$ cat src/rtl/ha_mul_pkg.sv
`default_nettype none
// ============================================================================
// Module   : ha_mul_pkg
// Purpose  : Shared constants, group bundle type and group-value helper for
//            the approximate 8x8 multiplier accumulation stage.
// Revision : 1.0 - initial release
// ============================================================================
package ha_mul_pkg;

  localparam int HA_GROUPS = 4;   // number of half-adder groups
  localparam int HA_B_W    = 7;   // carry-row width per group
  localparam int HA_T_W    = 9;   // sum-row width per group
  localparam int PROD_W    = 16;  // product width
  localparam int SUM_W     = 17;  // internal sum width (product + overflow)
  localparam int HA_V_W    = 10;  // unshifted group value width

  // One half-adder group: carry row b (weighted x4) and sum row t.
  typedef struct packed {
    logic [HA_B_W-1:0] b;
    logic [HA_T_W-1:0] t;
  } ha_group_t;

  // Unshifted group value: t + 4*b, fits in 10 bits (max 511 + 508).
  function automatic logic [HA_V_W-1:0] ha_group_value(input ha_group_t g);
    return {1'b0, g.t} + {1'b0, g.b, 2'b00};
  endfunction

endpackage : ha_mul_pkg
`default_nettype wire

$ cat src/rtl/ha_group_weight.sv
`default_nettype none
// ============================================================================
// Module   : ha_group_weight
// Purpose  : Combinational weighting of one half-adder group: computes the
//            group value and shifts it left by twice the group index.
// Revision : 1.0 - initial release
// ============================================================================
module ha_group_weight
  import ha_mul_pkg::*;
(
  input  ha_group_t         i_grp,
  input  logic [1:0]        i_idx,
  output logic [PROD_W-1:0] o_v
);

  logic [HA_V_W-1:0] w_raw;
  logic [PROD_W-1:0] w_ext;
  logic [2:0]        w_shamt;

  // Group value zero-extended, then placed at bit position 2*index.
  // The largest result (1019 << 6) still fits in 16 bits.
  always_comb begin
    w_raw   = ha_group_value(i_grp);
    w_ext   = {{(PROD_W-HA_V_W){1'b0}}, w_raw};
    w_shamt = {i_idx, 1'b0};
    o_v     = w_ext << w_shamt;
  end

endmodule : ha_group_weight
`default_nettype wire

$ cat src/rtl/ha_array_accum.sv
`default_nettype none
// ============================================================================
// Module   : ha_array_accum
// Purpose  : Two-stage valid/ready pipeline reducing the four half-adder
//            groups of the approximate 8x8 multiplier to a 16-bit product
//            plus an overflow flag (bit 16 of the internal sum).
//            Stage A: s01 = V0 + V1, s23 = V2 + V3.
//            Stage B: sum = s01 + s23 (+ COMP_BIAS when enabled).
// Options  : define ERR_COMP_EN to add COMP_BIAS to every non-zero sum.
// Revision : 1.0 - initial release
// ============================================================================
module ha_array_accum
  import ha_mul_pkg::*;
#(
  parameter int PROD_W    = 16,
  parameter int COMP_BIAS = 64
) (
  input  logic              clk,
  input  logic              rst,
  input  logic              in_valid,
  output logic              in_ready,
  input  logic [6:0]        ha_array_0_b,
  input  logic [8:0]        ha_array_0_t,
  input  logic [6:0]        ha_array_1_b,
  input  logic [8:0]        ha_array_1_t,
  input  logic [6:0]        ha_array_2_b,
  input  logic [8:0]        ha_array_2_t,
  input  logic [6:0]        ha_array_3_b,
  input  logic [8:0]        ha_array_3_t,
  output logic              out_valid,
  input  logic              out_ready,
  output logic [PROD_W-1:0] prod,
  output logic              prod_ovf
);

  localparam int c_S01_W = 13;   // V0 + V1 max is 1019*5
  localparam int c_S23_W = 17;   // V2 + V3 max is 1019*80

  // --------------------------------------------------------------------------
  // Group weighting
  // --------------------------------------------------------------------------
  ha_group_t   w_grp [HA_GROUPS];
  logic [15:0] w_v   [HA_GROUPS];

  assign w_grp[0] = '{b: ha_array_0_b, t: ha_array_0_t};
  assign w_grp[1] = '{b: ha_array_1_b, t: ha_array_1_t};
  assign w_grp[2] = '{b: ha_array_2_b, t: ha_array_2_t};
  assign w_grp[3] = '{b: ha_array_3_b, t: ha_array_3_t};

  generate
    for (genvar k = 0; k < HA_GROUPS; k++) begin : g_grp
      ha_group_weight u_weight (
        .i_grp (w_grp[k]),
        .i_idx (2'(k)),
        .o_v   (w_v[k])
      );
    end
  endgenerate

  // --------------------------------------------------------------------------
  // Handshake
  // --------------------------------------------------------------------------
  logic r_a_valid;
  logic r_out_valid;
  logic w_b_load;
  logic w_a_load;

  // Stage B can take new data when empty or when its product is leaving.
  assign w_b_load = !r_out_valid || out_ready;
  // Stage A can take new data when empty or when its data moves to stage B.
  assign in_ready = !r_a_valid || w_b_load;
  assign w_a_load = in_valid && in_ready;

  // --------------------------------------------------------------------------
  // Stage A: pairwise sums
  // --------------------------------------------------------------------------
  logic [c_S01_W-1:0] w_s01;
  logic [c_S23_W-1:0] w_s23;
  logic [c_S01_W-1:0] r_s01;
  logic [c_S23_W-1:0] r_s23;

  // Low pair fits in 13 bits, high pair needs the full 17 bits.
  always_comb begin
    w_s01 = c_S01_W'(w_v[0]) + c_S01_W'(w_v[1]);
    w_s23 = {1'b0, w_v[2]} + {1'b0, w_v[3]};
  end

  // Stage A register: load on accepted input, empty when drained forward.
  always_ff @(posedge clk or posedge rst) begin
    if (rst) begin
      r_a_valid <= 1'b0;
      r_s01     <= '0;
      r_s23     <= '0;
    end else if (w_a_load) begin
      r_a_valid <= 1'b1;
      r_s01     <= w_s01;
      r_s23     <= w_s23;
    end else if (w_b_load) begin
      r_a_valid <= 1'b0;
    end
  end

  // --------------------------------------------------------------------------
  // Stage B: final sum
  // --------------------------------------------------------------------------
  logic [SUM_W-1:0] w_sum_raw;
  logic [SUM_W-1:0] w_sum;
  logic [SUM_W-1:0] r_sum;

`ifdef ERR_COMP_EN
  localparam logic [SUM_W-1:0] c_BIAS = SUM_W'(COMP_BIAS);
  logic w_nonzero;

  // Bias recentres the one-sided approximation error; a zero product
  // stays zero so the bias is skipped when both partial sums are zero.
  always_comb begin
    w_sum_raw = {{(SUM_W-c_S01_W){1'b0}}, r_s01} + r_s23;
    w_nonzero = (|r_s01) || (|r_s23);
    w_sum     = w_sum_raw + (w_nonzero ? c_BIAS : {SUM_W{1'b0}});
  end
`else
  // Exact reduction of the two partial sums.
  always_comb begin
    w_sum_raw = {{(SUM_W-c_S01_W){1'b0}}, r_s01} + r_s23;
    w_sum     = w_sum_raw;
  end
`endif

  // Stage B register: holds product and valid while the consumer stalls.
  always_ff @(posedge clk or posedge rst) begin
    if (rst) begin
      r_out_valid <= 1'b0;
      r_sum       <= '0;
    end else if (w_b_load) begin
      r_out_valid <= r_a_valid;
      if (r_a_valid) begin
        r_sum <= w_sum;
      end
    end
  end

  assign out_valid = r_out_valid;
  assign prod      = r_sum[PROD_W-1:0];
  assign prod_ovf  = r_sum[SUM_W-1];

endmodule : ha_array_accum
`default_nettype wire

$ cat config.mk
export PLATFORM = sky130hd
export DESIGN_NAME = ha_array_accum
export DESIGN_NICKNAME = d
export VERILOG_FILES = /design/src/rtl/ha_mul_pkg.sv /design/src/rtl/ha_group_weight.sv /design/src/rtl/ha_array_accum.sv
export SDC_FILE = /design/constraint.sdc
export NUM_CORES = 1
export LEC_CHECK = 0
export CAP_MARGIN = 25
export CELL_PAD_IN_SITES_DETAIL_PLACEMENT = 0
export CELL_PAD_IN_SITES_GLOBAL_PLACEMENT = 2
export CORE_MARGIN = 2
export CORE_UTILIZATION = 36
export CTS_CLUSTER_DIAMETER = 60
export DETAILED_ROUTE_END_ITERATION = 10
export PLACE_DENSITY = 0.86
export SYNTH_ARGS = -nofsm -noshare
export SYNTH_HDL_FRONTEND = slang
export SYNTH_HIERARCHICAL = 1
export SYNTH_SLANG_ARGS = --single-unit
$ cat constraint.sdc
create_clock -name clk -period 6 [get_ports clk]
set_input_delay 1.5 -clock clk [delete_from_list [all_inputs] [get_ports clk]]
set_output_delay 1.5 -clock clk [all_outputs]
set_load 0.02 [all_outputs]
; Word level (Yosys, flattened, before mapping)
; Index checks and enable logic that the tools add are counted.
[totals]
regBits = 49
elab_cells = 21
out_inout_bits = 19
in_bits = 68
[classes]
n_mux = 2
n_reduce_logical = 7
n_addsub = 7
[ops]
columns = op, n
row1 = $add 9x9->10, 4
row2 = $add 13x17->17, 1
row3 = $add 14x16->17, 1
row4 = $add 10x12->13, 1
row5 = $logic_not 1->1, 2
row6 = $logic_or 1x1->1, 2
row7 = $mux 1, 2
row8 = $reduce_and 2->1, 1
row9 = $reduce_bool 2->1, 1
row10 = $logic_and 1x1->1, 1

; Longest topological paths before layout
; Gate-level depths: netlist of run 1.
[logic_depth]
ltp_word = 5
mapped_depth = 15
ltp_nobuf = 15

; By module
; The synthesis of run 1 kept the hierarchy.
[modules_own_cells]
columns = mod, instances, area_each_um2, seq_area_each_um2, cells_each
row1 = ha_array_accum, 1, 3682.3, 1226.2, 414
row2 = ha_group_weight at g_grp[1].u_weight ..., 3, 618.1, 0.0, 92
row3 = ha_group_weight at g_grp[0].u_weight, 1, 675.6, 0.0, 98

; Least setup slack after synthesis of run 1
; OpenSTA, ideal clock, no wires.
[synth_path]
path_type = input to register
startpoint = input ha_array_1_t[2]
endpoint = register r_s01[12]
path_buffers = 0
slack_ns = 1.573
stages = 14
required_ns = 5.871
t_arrival_ns = 4.298
setup_ns = 0.129
path_cell_list = ha_1 -> inv_1 -> fa_1 -> nor2b_4 -> o31a_4 -> a32o_1 -> a2111o_1 -> mux2i_1 -> ha_1 -> and3_1 -> and2_1 -> a311oi_1 -> xnor2_1 -> o21ai_1
[synth_rtl]
columns = item, line
row1 = "start, declared", ha_array_accum.sv:25  ; input logic [8:0] ha_array_1_t,
row2 = "end signal, assigned", ha_array_accum.sv:96  ; r_s01 <= w_s01;
row3 = "end, declared", ha_array_accum.sv:79  ; logic [c_S01_W-1:0] r_s01;

==> parameters.txt, run 1 <==
Parameter                              Value

Critical path
  Worst path cell trace ... clkdlybuf4s50_1 -> ha_1 -> inv_1 -> fa_1 -> nor2b_4 -> o31a_4 -> a32o_1 -> a2111o_1 -> mux2i_1 -> ha_1 -> a21oi_1 -> a21o_1 -> a21boi_0 -> a311oi_1 -> xnor2_1 -> o21ai_1
  Req. time, crit path ... 6.16 ns
  Number of cell instances on the worst register-to-register path ... 8
  Nature of the critical path startpoint ... input port
  RR Startpoint ... r_s23[0]$_DFFE_PP0P_
  Endpoint type of the worst setup path ... register
  Slack of the worst reg-to-reg path ... 3.62 ns
  Biggest cell delay along the critical path ... 0.42 ns
  Data arrival time at the worst-slack endpoint ... 4.99 ns
  Most used cell along the critical path ... sky130_fd_sc_hd__ha_1
  Worst setup path category ... input port to register
  Crit Reg-Reg Endpoint ... r_sum[16]$_DFFE_PP0P_
  Master of the slowest instance on the critical path ... sky130_fd_sc_hd__a2111o_1
  Largest fanout on the critical path ... 7

Power
  Clock share of power ... 12.8%
  Worst vdd ir ... 0.1727 mV
  Seq pwr share ... 25.1%
  Combinational Power Share ... 62.1%
  Pwr per Cell Area ... around 280 nW/µm²
  Cell internal pwr ... between 1000 and 1500 µW
  Switching component of the power ... 925.0 µW
  Overall power after layout ... ~2100 µW
  P_leak ... 0.003275 µW
  Switch share ... between 40 and 50%

Clock tree
  Root buffer cell ... sky130_fd_sc_hd__clkbuf_16
  Clock buffer count from CTS ... 5
  Sinks on the clock net ... a little under 50
  Worst-skew pair later-pin latency ... 0.28 ns
  Post-CTS Repair Setup Buffers ... 0
  CTS tree ... built
  CTS Hold Bufs ... 0
  Buffer depth of the longest clock path ... 2
  Maximum level of the CTS H-tree ... 2
  Clock transition at the registers of the reported paths ... ~0.06 ns
  Post-cts gate resize count ... 0

Global route
  Global routing usage summed across all routing layers ... 16.73%
  Antenna violations before repair ... 0
  Number of global-route vias before repair ... 5,270
  Largest net degree at the start of global routing ... 53
  Wire length of the first global-routing pass ... about 26 mm
  Congestion Overflow GR ... 0

Floorplan
  Overall die width ... 134.8 µm
  Core area ... about 17,000 µm²
  Starting density of the core ... 37.00%
  Top-level port count ... a little under 90
  Die outline area ... roughly 18,000 µm²
  Placement row count ... 47
  Floorplan die height ... 134.8 µm

Final layout
  Most common library cell in the layout ignoring fill and taps ... sky130_fd_sc_hd__nand2_1
  Signed area change from the synthesized netlist to the final layout ... 20.28%
  Net total in the final layout ... 1,005
  Most frequent cells in the layout ... 105 x sky130_fd_sc_hd__nand2_1, 86 x sky130_fd_sc_hd__clkdlybuf4s50_1, 69 x sky130_fd_sc_hd__ha_1
  Fillcell total ... 1,669
  Proportion of layout cells with a drive suffix above 1 ... 5.916%
  Count of inserted antenna diode cells ... 0

Routing
  Via count of the routed design ... 5,704
  DRC violations left ... 0
  Number of DRC markers after the initial detailed-route iteration ... 327
  Average detailed-routed wire length per instance ... between 10 and 15 µm
  Antenna viol nets, final ... 0
  Routed wire length ... 15.30 mm
  Vias per std cell ... about 5.3
  First-pass DRT Iterations ... 4

Timing
  Final count of negative-setup-slack endpoints ... 0
  Achievable clock frequency ... 0.2069 GHz
  Total count of max-transition violations in the final report ... 0
  Hold Violations, Final ... 0
  RSZ-0062 raised after global routing ... false
  Max-slew headroom at the worst pin ... 60.79%
  Measured slew at the worst slew-check pin ... 0.5861 ns
  Max Clock Skew ... between 0.003 and 0.004 ns
  Final cycle utilization of the critical path ... 80.56%
  Tmin final ... 4.834 ns
  Post-Route Setup TNS ... 0 ns

Worst hold path
  Capture endpoint of the worst hold path ... r_sum[1]$_DFFE_PP0P_
  Worst hold stages ... 2
  Startpoint of the tightest hold check path ... r_sum[1]$_DFFE_PP0P_
  Worst hold path type ... register to register

Run status
  Outcome ... finished clean

Run
  MaxCap Viol Count ... 0

Placed design
  Routability-driven placement congestion ratio ... 0.8276
  Number of port buffers ... 86
  Half-perimeter wire length after detailed placement ... 12.69 mm

Logic synthesis
  Yosys synthesis warning count ... 6
  Cell area after technology mapping ... 6158 µm²
  Per-instance average area after synthesis ... 7.926 µm²
  Number of standard cells after synthesis ... 777
area by class of cell:
| class | instances | area, µm² | share of cell area [%] |
|---|---|---|---|
| Timing Repair Buffer | 88 | 888.4 | 11.99 |
| Multi-Input combinational cell | 689 | 4772 | 64.43 |
| Inverter | 28 | 105.1 | 1.419 |
| Clock inverter | 1 | 7.507 | 0.1014 |
| Clock buffer | 7 | 132.6 | 1.791 |
| Sequential cell | 49 | 1226 | 16.55 |
| Tap cell | 220 | 275.3 | 3.716 |
routing by layer:
layer  global-route usage (%)  vias to the layer above  wire length, µm  part of all wire [%]
met5                        0                        -                0                     0
met4                    2.632                        0              121                  0.79
met3                    1.201                        7              416                   2.7
met2                    26.96                      110             6981                    46
met1                    24.91                     2594             7779                    51
li1                         -                     2993                -                     -
how the worst max path moves through the flow:
stage / start / end / slack (ns) / depth (start not counted)
after floorplan: ha_array_1_t[2] / r_s01[12]$_DFFE_PP0P_ / 1.57 / 14
after global placement: ha_array_1_t[2] / r_s01[10]$_DFFE_PP0P_ / 0.98 / 15
after detailed placement: ha_array_1_t[2] / r_s01[12]$_DFFE_PP0P_ / 0.87 / 16
after CTS: ha_array_1_t[2] / r_s01[12]$_DFFE_PP0P_ / 1.18 / 16
after global routing: ha_array_1_t[2] / r_s01[11]$_DFFE_PP0P_ / 0.90 / 16
final: ha_array_1_t[2] / r_s01[12]$_DFFE_PP0P_ / 1.17 / 16
per-stage QoR:
| stage | hold WS, ns | area (µm²) | worst slack, ns | std cells | utilization, % |
|---|---|---|---|---|---|
| finish | 0.4755 | 7407 | 1.166 | 1082 | 44.51 |
| detailed placement | 0.4651 | 7267 | 0.8695 | 1074 | 43.67 |
| floorplan | 0.4538 | 6248 | 1.573 | 801 | - |
| global placement | 0.4602 | 7247 | 0.9787 | 1073 | 43.55 |
| CTS | 0.4810 | 7407 | 1.175 | 1082 | 44.51 |
| global route | 0.5013 | 7407 | 0.9005 | 1082 | 44.51 |
critical path: cells and delay by family:
family | cells | cell delay [ns]
compound gates | 8 | 1.81
xor+xnor | 1 | 0.16
fa+ha+maj | 3 | 0.81
buf+inv | 2 | 0.49
mux | 1 | 0.18
simple gates | 1 | 0.06
power groups by stage:
stage	combinational (µW)	clock [µW]	sequential, µW
6_report	1310	270	529
3_3_place_gp	1270	0	534
5_1_grt	1460	295	547
3_5_place_dp	1290	0	539
2_1_floorplan	888	0	578
4_1_cts	1300	281	533
flip-flops by register name, indices dropped and copies added, names as in the netlist:
register,cells
r_s23,17
r_sum,17
r_s01,13
out_valid,1
r_a_valid,1
(Power assumes the default switching activity.)
==> run 2, diff against run 1 <==
--- a/config.mk
+++ b/config.mk
@@ -9,10 +9,10 @@
 export CELL_PAD_IN_SITES_DETAIL_PLACEMENT = 0
 export CELL_PAD_IN_SITES_GLOBAL_PLACEMENT = 2
 export CORE_MARGIN = 2
-export CORE_UTILIZATION = 36
+export CORE_UTILIZATION = 30
 export CTS_CLUSTER_DIAMETER = 60
 export DETAILED_ROUTE_END_ITERATION = 10
-export PLACE_DENSITY = 0.86
+export PLACE_DENSITY = 0.76
 export SYNTH_ARGS = -nofsm -noshare
 export SYNTH_HDL_FRONTEND = slang
 export SYNTH_HIERARCHICAL = 1
==> constraint.sdc (replaced) <==
create_clock -name clk -period 4.26 [get_ports clk]
set_input_delay 1.065 -clock clk [delete_from_list [all_inputs] [get_ports clk]]
set_output_delay 1.065 -clock clk [all_outputs]
set_load 0.02 [all_outputs]
==> run 2 against run 1 <==
Against the previous run: worst setup slack lost 1.0 ns; critical endpoint is now r_s01[11]$_DFFE_PP0P_; largest cell class unchanged; critical path depth is 1 lower; combinational power is 54% higher.
==> parameters.txt, run 2 (synthesis results as in run 1) <==
Parameter                              Value

Critical path
  Nature of the critical path startpoint ... input port
  Launch point of the critical path ... ha_array_1_t[2]
  Req. time, crit path ... 4.41 ns
  Data arrival time at the worst-slack endpoint ... 4.29 ns
  Worst setup path category ... input port to register
  Slack of the worst reg-to-reg path ... 1.92 ns
  Endpoint type of the worst setup path ... register
  Largest fanout on the critical path ... 5
  Number of cell instances on the worst register-to-register path ... 8
  Crit Reg-Reg Endpoint ... r_sum[16]$_DFFE_PP0P_
  RR Startpoint ... r_s01[0]$_DFFE_PP0P_

Clock tree
  Root buffer cell ... sky130_fd_sc_hd__clkbuf_16
  Worst-skew pair later-pin latency ... 0.29 ns
  Sinks on the clock net ... 49
  Clock buffer count from CTS ... 5
  CTS tree ... built
  CTS Hold Bufs ... 0
  Clock transition at the registers of the reported paths ... approximately 0.060 ns
  Maximum level of the CTS H-tree ... 2
  Buffer depth of the longest clock path ... 2

Floorplan
  Die outline area ... 21,690 µm²
  Overall die width ... 147.3 µm
  Top-level port count ... 87
  Floorplan die height ... ~150 µm
  Placement row count ... 52
  Core area ... 20,170 µm²
  Starting density of the core ... between 30% and 40%

Final layout
  Signed area change from the synthesized netlist to the final layout ... 33.54%
  Most common library cell in the layout ignoring fill and taps ... sky130_fd_sc_hd__nand2_1
  Most frequent cells in the layout ... 104 x sky130_fd_sc_hd__nand2_1, 90 x sky130_fd_sc_hd__buf_4, 86 x sky130_fd_sc_hd__clkdlybuf4s50_1
  Biggest regs ... r_s23 x17, r_sum x17, r_s01 x13
  Number of standard cells in the layout, taps in and fillers out ... 1,221
  Count of inserted antenna diode cells ... 0
  Fillcell total ... ~2,100
  Core Util, Final ... 40.78%
  Net total in the final layout ... 1,094
  Proportion of layout cells with a drive suffix above 1 ... between 15 and 20%

Placed design
  Half-perimeter wire length after detailed placement ... 13.46 mm
  Routability-driven placement congestion ratio ... 0.8115
  Number of port buffers ... 86
  Post-Place Cells ... 1,212

Routing
  DRC violations left ... 0
  Average detailed-routed wire length per instance ... between 10 and 15 µm
  Routed wire length ... 16.14 mm
  Vias per std cell ... 4.823
  Via count of the routed design ... 5,889
  First-pass DRT Iterations ... 4
  Number of DRC markers after the initial detailed-route iteration ... 225
  Antenna viol nets, final ... 0

Global route
  Antenna violations before repair ... 0
  Congestion Overflow GR ... 0
  Wire length of the first global-routing pass ... ~27 mm
  Largest net degree at the start of global routing ... 55
  Global routing usage summed across all routing layers ... 14.59%
  Number of global-route vias before repair ... 5,422

Worst hold path
  Capture endpoint of the worst hold path ... r_sum[6]$_DFFE_PP0P_
  Startpoint of the tightest hold check path ... r_sum[6]$_DFFE_PP0P_
  Worst hold stages ... 2
  Worst hold path type ... register to register

Timing
  Post-Route Setup TNS ... 0 ns
  Achievable clock frequency ... 0.2420 GHz
  Final cycle utilization of the critical path ... 96.98%
  Hold Violations, Final ... 0
  Final count of negative-setup-slack endpoints ... 0
  Total count of max-transition violations in the final report ... 0
  Max Clock Skew ... 0.003641 ns
  Tmin final ... 4.131 ns

Run status
  Outcome ... finished clean

Run
  MaxCap Viol Count ... 0

Power
  P_leak ... 0.003734 µW
  Pwr per Cell Area ... 388.2 nW/µm²
  Worst vdd ir ... 0.1727 mV
==> run 2: changes by cell type in the layout (fill, tap and decap cells not counted), sizes merged <==
cell	delta
clkinv	+1
clkinvlp	-1
buf	+89
==> run 2: how the worst max path moves through the flow <==
stage / to / cells after the start
floorplan: r_s01[12]$_DFFE_PP0P_ / 14
CTS: r_s01[12]$_DFFE_PP0P_ / 16
global route: r_s01[12]$_DFFE_PP0P_ / 15
finish: r_s01[11]$_DFFE_PP0P_ / 15
global placement: r_s01[10]$_DFFE_PP0P_ / 16
detailed placement: r_s01[12]$_DFFE_PP0P_ / 16
==> run 2: power breakdown <==
part	switching [µW]	total, µW	leakage [µW]	internal [µW]
clock	169	418	0.0000799	249
sequential	116	750	0.000608	634
combinational	1060	2020	0.00305	962
total	1350	3190	0.00373	1850
==> run 2: layer usage <==
| metal | wire [µm] | share of wire, % | vias to the layer above | GRT usage (%) |
|---|---|---|---|---|
| li1 | - | - | 3180 | - |
| met1 | 8511 | 53 | 2622 | 22.16 |
| met2 | 7053 | 44 | 78 | 22.80 |
| met3 | 452 | 2.8 | 9 | 1.242 |
| met4 | 127 | 0.79 | 0 | 2.452 |
| met5 | 0 | 0 | - | 0 |
==> run 2: area by class of cell <==
| type | count | area [µm²] | share of cell area [%] |
|---|---|---|---|
| clock inverters | 1 | 5.005 | 0.06085 |
| well taps | 270 | 337.8 | 4.108 |
| repair buffers | 177 | 1556 | 18.93 |
| clock buffers | 7 | 152.6 | 1.856 |
| multi-input cells | 689 | 4841 | 58.86 |
| inverters | 28 | 105.1 | 1.278 |
| flip-flops and latches | 49 | 1226 | 14.91 |
==> run 2: timing repair <==
action                                  in CTS  in global routing
endpoints found under the setup margin       0                  7
hold endpoints to repair                     0                  0
resized for setup                            0                 17
buffers inserted                             0                  1
==> run 2: critical path, cell delays in order <==
cell	delay (ns)
sky130_fd_sc_hd__clkdlybuf4s50_1	0.41
sky130_fd_sc_hd__ha_2	0.19
sky130_fd_sc_hd__inv_1	0.08
sky130_fd_sc_hd__fa_2	0.24
sky130_fd_sc_hd__nor2b_4	0.04
sky130_fd_sc_hd__o31a_4	0.28
sky130_fd_sc_hd__a32o_1	0.26
sky130_fd_sc_hd__a2111o_1	0.37
sky130_fd_sc_hd__mux2i_1	0.15
sky130_fd_sc_hd__ha_1	0.30
sky130_fd_sc_hd__and3_4	0.20
sky130_fd_sc_hd__and2_1	0.19
sky130_fd_sc_hd__a311oi_2	0.28
sky130_fd_sc_hd__xor2_1	0.16
sky130_fd_sc_hd__o21ai_1	0.07
==> run 2: through the flow <==
stage	hold slack, ns	worst slack (ns)	power [µW]	instance area [µm²]
floorplan	0.4538	0.2679	2065	6248
finish	0.4730	0.1286	3192	8224
global route	0.5123	-0.03631	3488	8224
detailed placement	0.4694	-0.2726	2747	7993
CTS	0.4840	0.02909	3179	8150
global placement	0.4608	-0.2164	2741	7973
==> run 3, diff against run 2 <==
--- a/config.mk
+++ b/config.mk
@@ -12,6 +12,7 @@
 export CORE_UTILIZATION = 30
 export CTS_CLUSTER_DIAMETER = 60
 export DETAILED_ROUTE_END_ITERATION = 10
+export GPL_TIMING_DRIVEN = 0
 export PLACE_DENSITY = 0.76
 export SYNTH_ARGS = -nofsm -noshare
 export SYNTH_HDL_FRONTEND = slang
==> run 3 against run 2 <==
Against the previous run: register-to-register slack gained 0.02 ns; total power shrank 1.3%; final cell count shrank 3.6%; wire length grew 0.74%; global-route usage grew 0.26 points; via count shrank 0.27%; clock-buffer cell count shrank 2; die area is the same; clock power grew 8.9%; sequential power shrank 0.7%; largest cell class unchanged; largest power group unchanged; highest routed layer unchanged.
==> parameters.txt, run 3 (synthesis results as in run 1) <==
Parameter                              Value

Global route
  Largest net degree at the start of global routing ... 33
  Wire length of the first global-routing pass ... 27.14 mm
  Global routing usage summed across all routing layers ... 14.86%
  Congestion Overflow GR ... 0
  Antenna violations before repair ... 0
  Number of global-route vias before repair ... between 5,000 and 6,000

Floorplan
  Overall die width ... 147.3 µm
  Core area ... 20,170 µm²
  Top-level port count ... 87
  Starting density of the core ... 30.53%
  Die outline area ... 21,690 µm²
  Floorplan die height ... approximately 150 µm
  Placement row count ... 52

Routing
  Via count of the routed design ... 5,873
  DRC violations left ... 0
  Antenna viol nets, final ... 0
  Vias per std cell ... 4.990
  Average detailed-routed wire length per instance ... 13.82 µm
  Number of DRC markers after the initial detailed-route iteration ... around 200
  Routed wire length ... 16.26 mm
  First-pass DRT Iterations ... 4

Clock tree
  Buffer depth of the longest clock path ... 2
  Clock transition at the registers of the reported paths ... 0.07 ns
  CTS Hold Bufs ... 0
  Maximum level of the CTS H-tree ... 2
  Worst-skew pair later-pin latency ... 0.29 ns
  CTS tree ... built
  Clock buffer count from CTS ... 5
  Root buffer cell ... sky130_fd_sc_hd__clkbuf_16
  Sinks on the clock net ... between 40 and 50

Final layout
  Proportion of layout cells with a drive suffix above 1 ... 11.69%
  Core Util, Final ... approximately two fifths
  Fin area ... 7910 µm²
  Signed area change from the synthesized netlist to the final layout ... 28.44%
  Biggest regs ... r_s23 x17, r_sum x17, r_s01 x13
  Net total in the final layout ... between 1,000 and 1,500
  Most frequent cells in the layout ... 104 x sky130_fd_sc_hd__nand2_1, 79 x sky130_fd_sc_hd__clkdlybuf4s50_1, 61 x sky130_fd_sc_hd__ha_1
  Most common library cell in the layout ignoring fill and taps ... sky130_fd_sc_hd__nand2_1
  Count of inserted antenna diode cells ... 0

Timing
  Final count of negative-setup-slack endpoints ... 0
  Achievable clock frequency ... 0.2405 GHz
  Final cycle utilization of the critical path ... roughly 100%
  RSZ-0062 raised after global routing ... true
  Hold Violations, Final ... 0
  Tmin final ... 4.158 ns
  Max-slew headroom at the worst pin ... 62.02%
  Measured slew at the worst slew-check pin ... 0.5684 ns
  Worst setup margin ... 0.1018 ns
  Max Clock Skew ... 0.006346 ns
  Total count of max-transition violations in the final report ... 0

Critical path
  Slack of the worst reg-to-reg path ... 1.94 ns
  Data arrival time at the worst-slack endpoint ... approximately 4.3 ns
  Largest fanout on the critical path ... 5
  Nature of the critical path startpoint ... input port
  Req. time, crit path ... 4.42 ns
  Endpoint type of the worst setup path ... register
  Worst setup path category ... input port to register

Power
  Worst vdd ir ... between 0.2 and 0.25 mV
  Overall power after layout ... 3150 µW
  Pwr per Cell Area ... 398.3 nW/µm²
  P_leak ... 0.003473 µW

Placed design
  Number of port buffers ... between 80 and 90
  Post-placement setup slack ... -0.6355 ns
  Placement-stage cell area ... around 7500 µm²
  Routability-driven placement congestion ratio ... 0.8093
  Half-perimeter wire length after detailed placement ... roughly 13 mm

Run
  MaxCap Viol Count ... 0

Worst hold path
  Worst hold path type ... register to register

Run status
  Outcome ... finished clean
run 3: cell types whose count changed in the layout (fill, tap and decap cells not counted), moves of 4 or more:
cell                              change
sky130_fd_sc_hd__clkdlybuf4s50_1      -7
sky130_fd_sc_hd__clkbuf_1            +22
sky130_fd_sc_hd__dlymetal6s2s_1       +4
sky130_fd_sc_hd__buf_4               -79
sky130_fd_sc_hd__buf_2               +10
sky130_fd_sc_hd__ha_1                 -7
sky130_fd_sc_hd__ha_4                 +4
run 3: power breakdown:
part	internal [µW]	switching [µW]	total, µW	leakage (µW)
sequential	634	110	745	0.000608
combinational	873	1080	1950	0.00278
clock	278	177	455	0.0000842
total	1790	1360	3150	0.00347
run 3: worst paths after layout:
check,start,end,depth (start not counted)
setup / recovery,ha_array_1_b[0],r_s01[11]$_DFFE_PP0P_,16
hold / removal,r_sum[1]$_DFFE_PP0P_,r_sum[1]$_DFFE_PP0P_,2
setup reg to reg,r_s23[0]$_DFFE_PP0P_,r_sum[16]$_DFFE_PP0P_,8
hold reg to reg,r_sum[1]$_DFFE_PP0P_,r_sum[1]$_DFFE_PP0P_,2
max in group asynchronous,rst,r_s01[2]$_DFFE_PP0P_,3
min in group asynchronous,rst,r_s23[8]$_DFFE_PP0P_,2
run 3: final cells by class:
class	instances	area (µm²)
Fill cell	2162	12260
Buffer	35	145.1
Inverter	28	105.1
Tap cell	270	337.8
Multi-Input combinational cell	689	4957
Clock inverter	3	43.79
Clock buffer	5	125.1
Timing Repair Buffer	98	969.7
Sequential cell	49	1226
run 3: metal layers:
| metal | vias to the layer above | track usage (%) | part of all wire (%) |
|---|---|---|---|
| met5 | - | 0 | 0 |
| met4 | 0 | 1.731 | 0.46 |
| met3 | 5 | 1.087 | 2.1 |
| met2 | 70 | 24.35 | 45 |
| met1 | 2702 | 22.05 | 52 |
| li1 | 3096 | - | - |
run 3: worst max-delay path, stage by stage:
cell	delay, ns
sky130_fd_sc_hd__dlygate4sd2_1	0.23
sky130_fd_sc_hd__ha_2	0.19
sky130_fd_sc_hd__inv_2	0.06
sky130_fd_sc_hd__fa_2	0.23
sky130_fd_sc_hd__nor2b_4	0.04
sky130_fd_sc_hd__o31a_4	0.35
sky130_fd_sc_hd__a32o_1	0.23
sky130_fd_sc_hd__a2111o_1	0.45
sky130_fd_sc_hd__mux2i_2	0.25
sky130_fd_sc_hd__ha_4	0.26
sky130_fd_sc_hd__a21o_1	0.19
sky130_fd_sc_hd__a21oi_1	0.13
sky130_fd_sc_hd__nor2b_1	0.07
sky130_fd_sc_hd__a311oi_2	0.20
sky130_fd_sc_hd__xor2_1	0.28
sky130_fd_sc_hd__o21ai_1	0.09
run 3: repair_timing:
item | in CTS | in global routing
setup buffers | 7 | 4
resized for setup | 23 | 25
cloned | 0 | 0
setup endpoints to repair | 6 | 8
pin swaps | 16 | 21
run 3: through the flow:
step	TNS (ns)	std cells	hold slack [ns]
after floorplan	0	801	0.4538
after global placement	-3.902	1157	0.4620
after detailed placement	-3.857	1158	0.4679
after CTS	0	1173	0.4845
after global routing	-0.01204	1177	0.5107
final	0	1177	0.4750
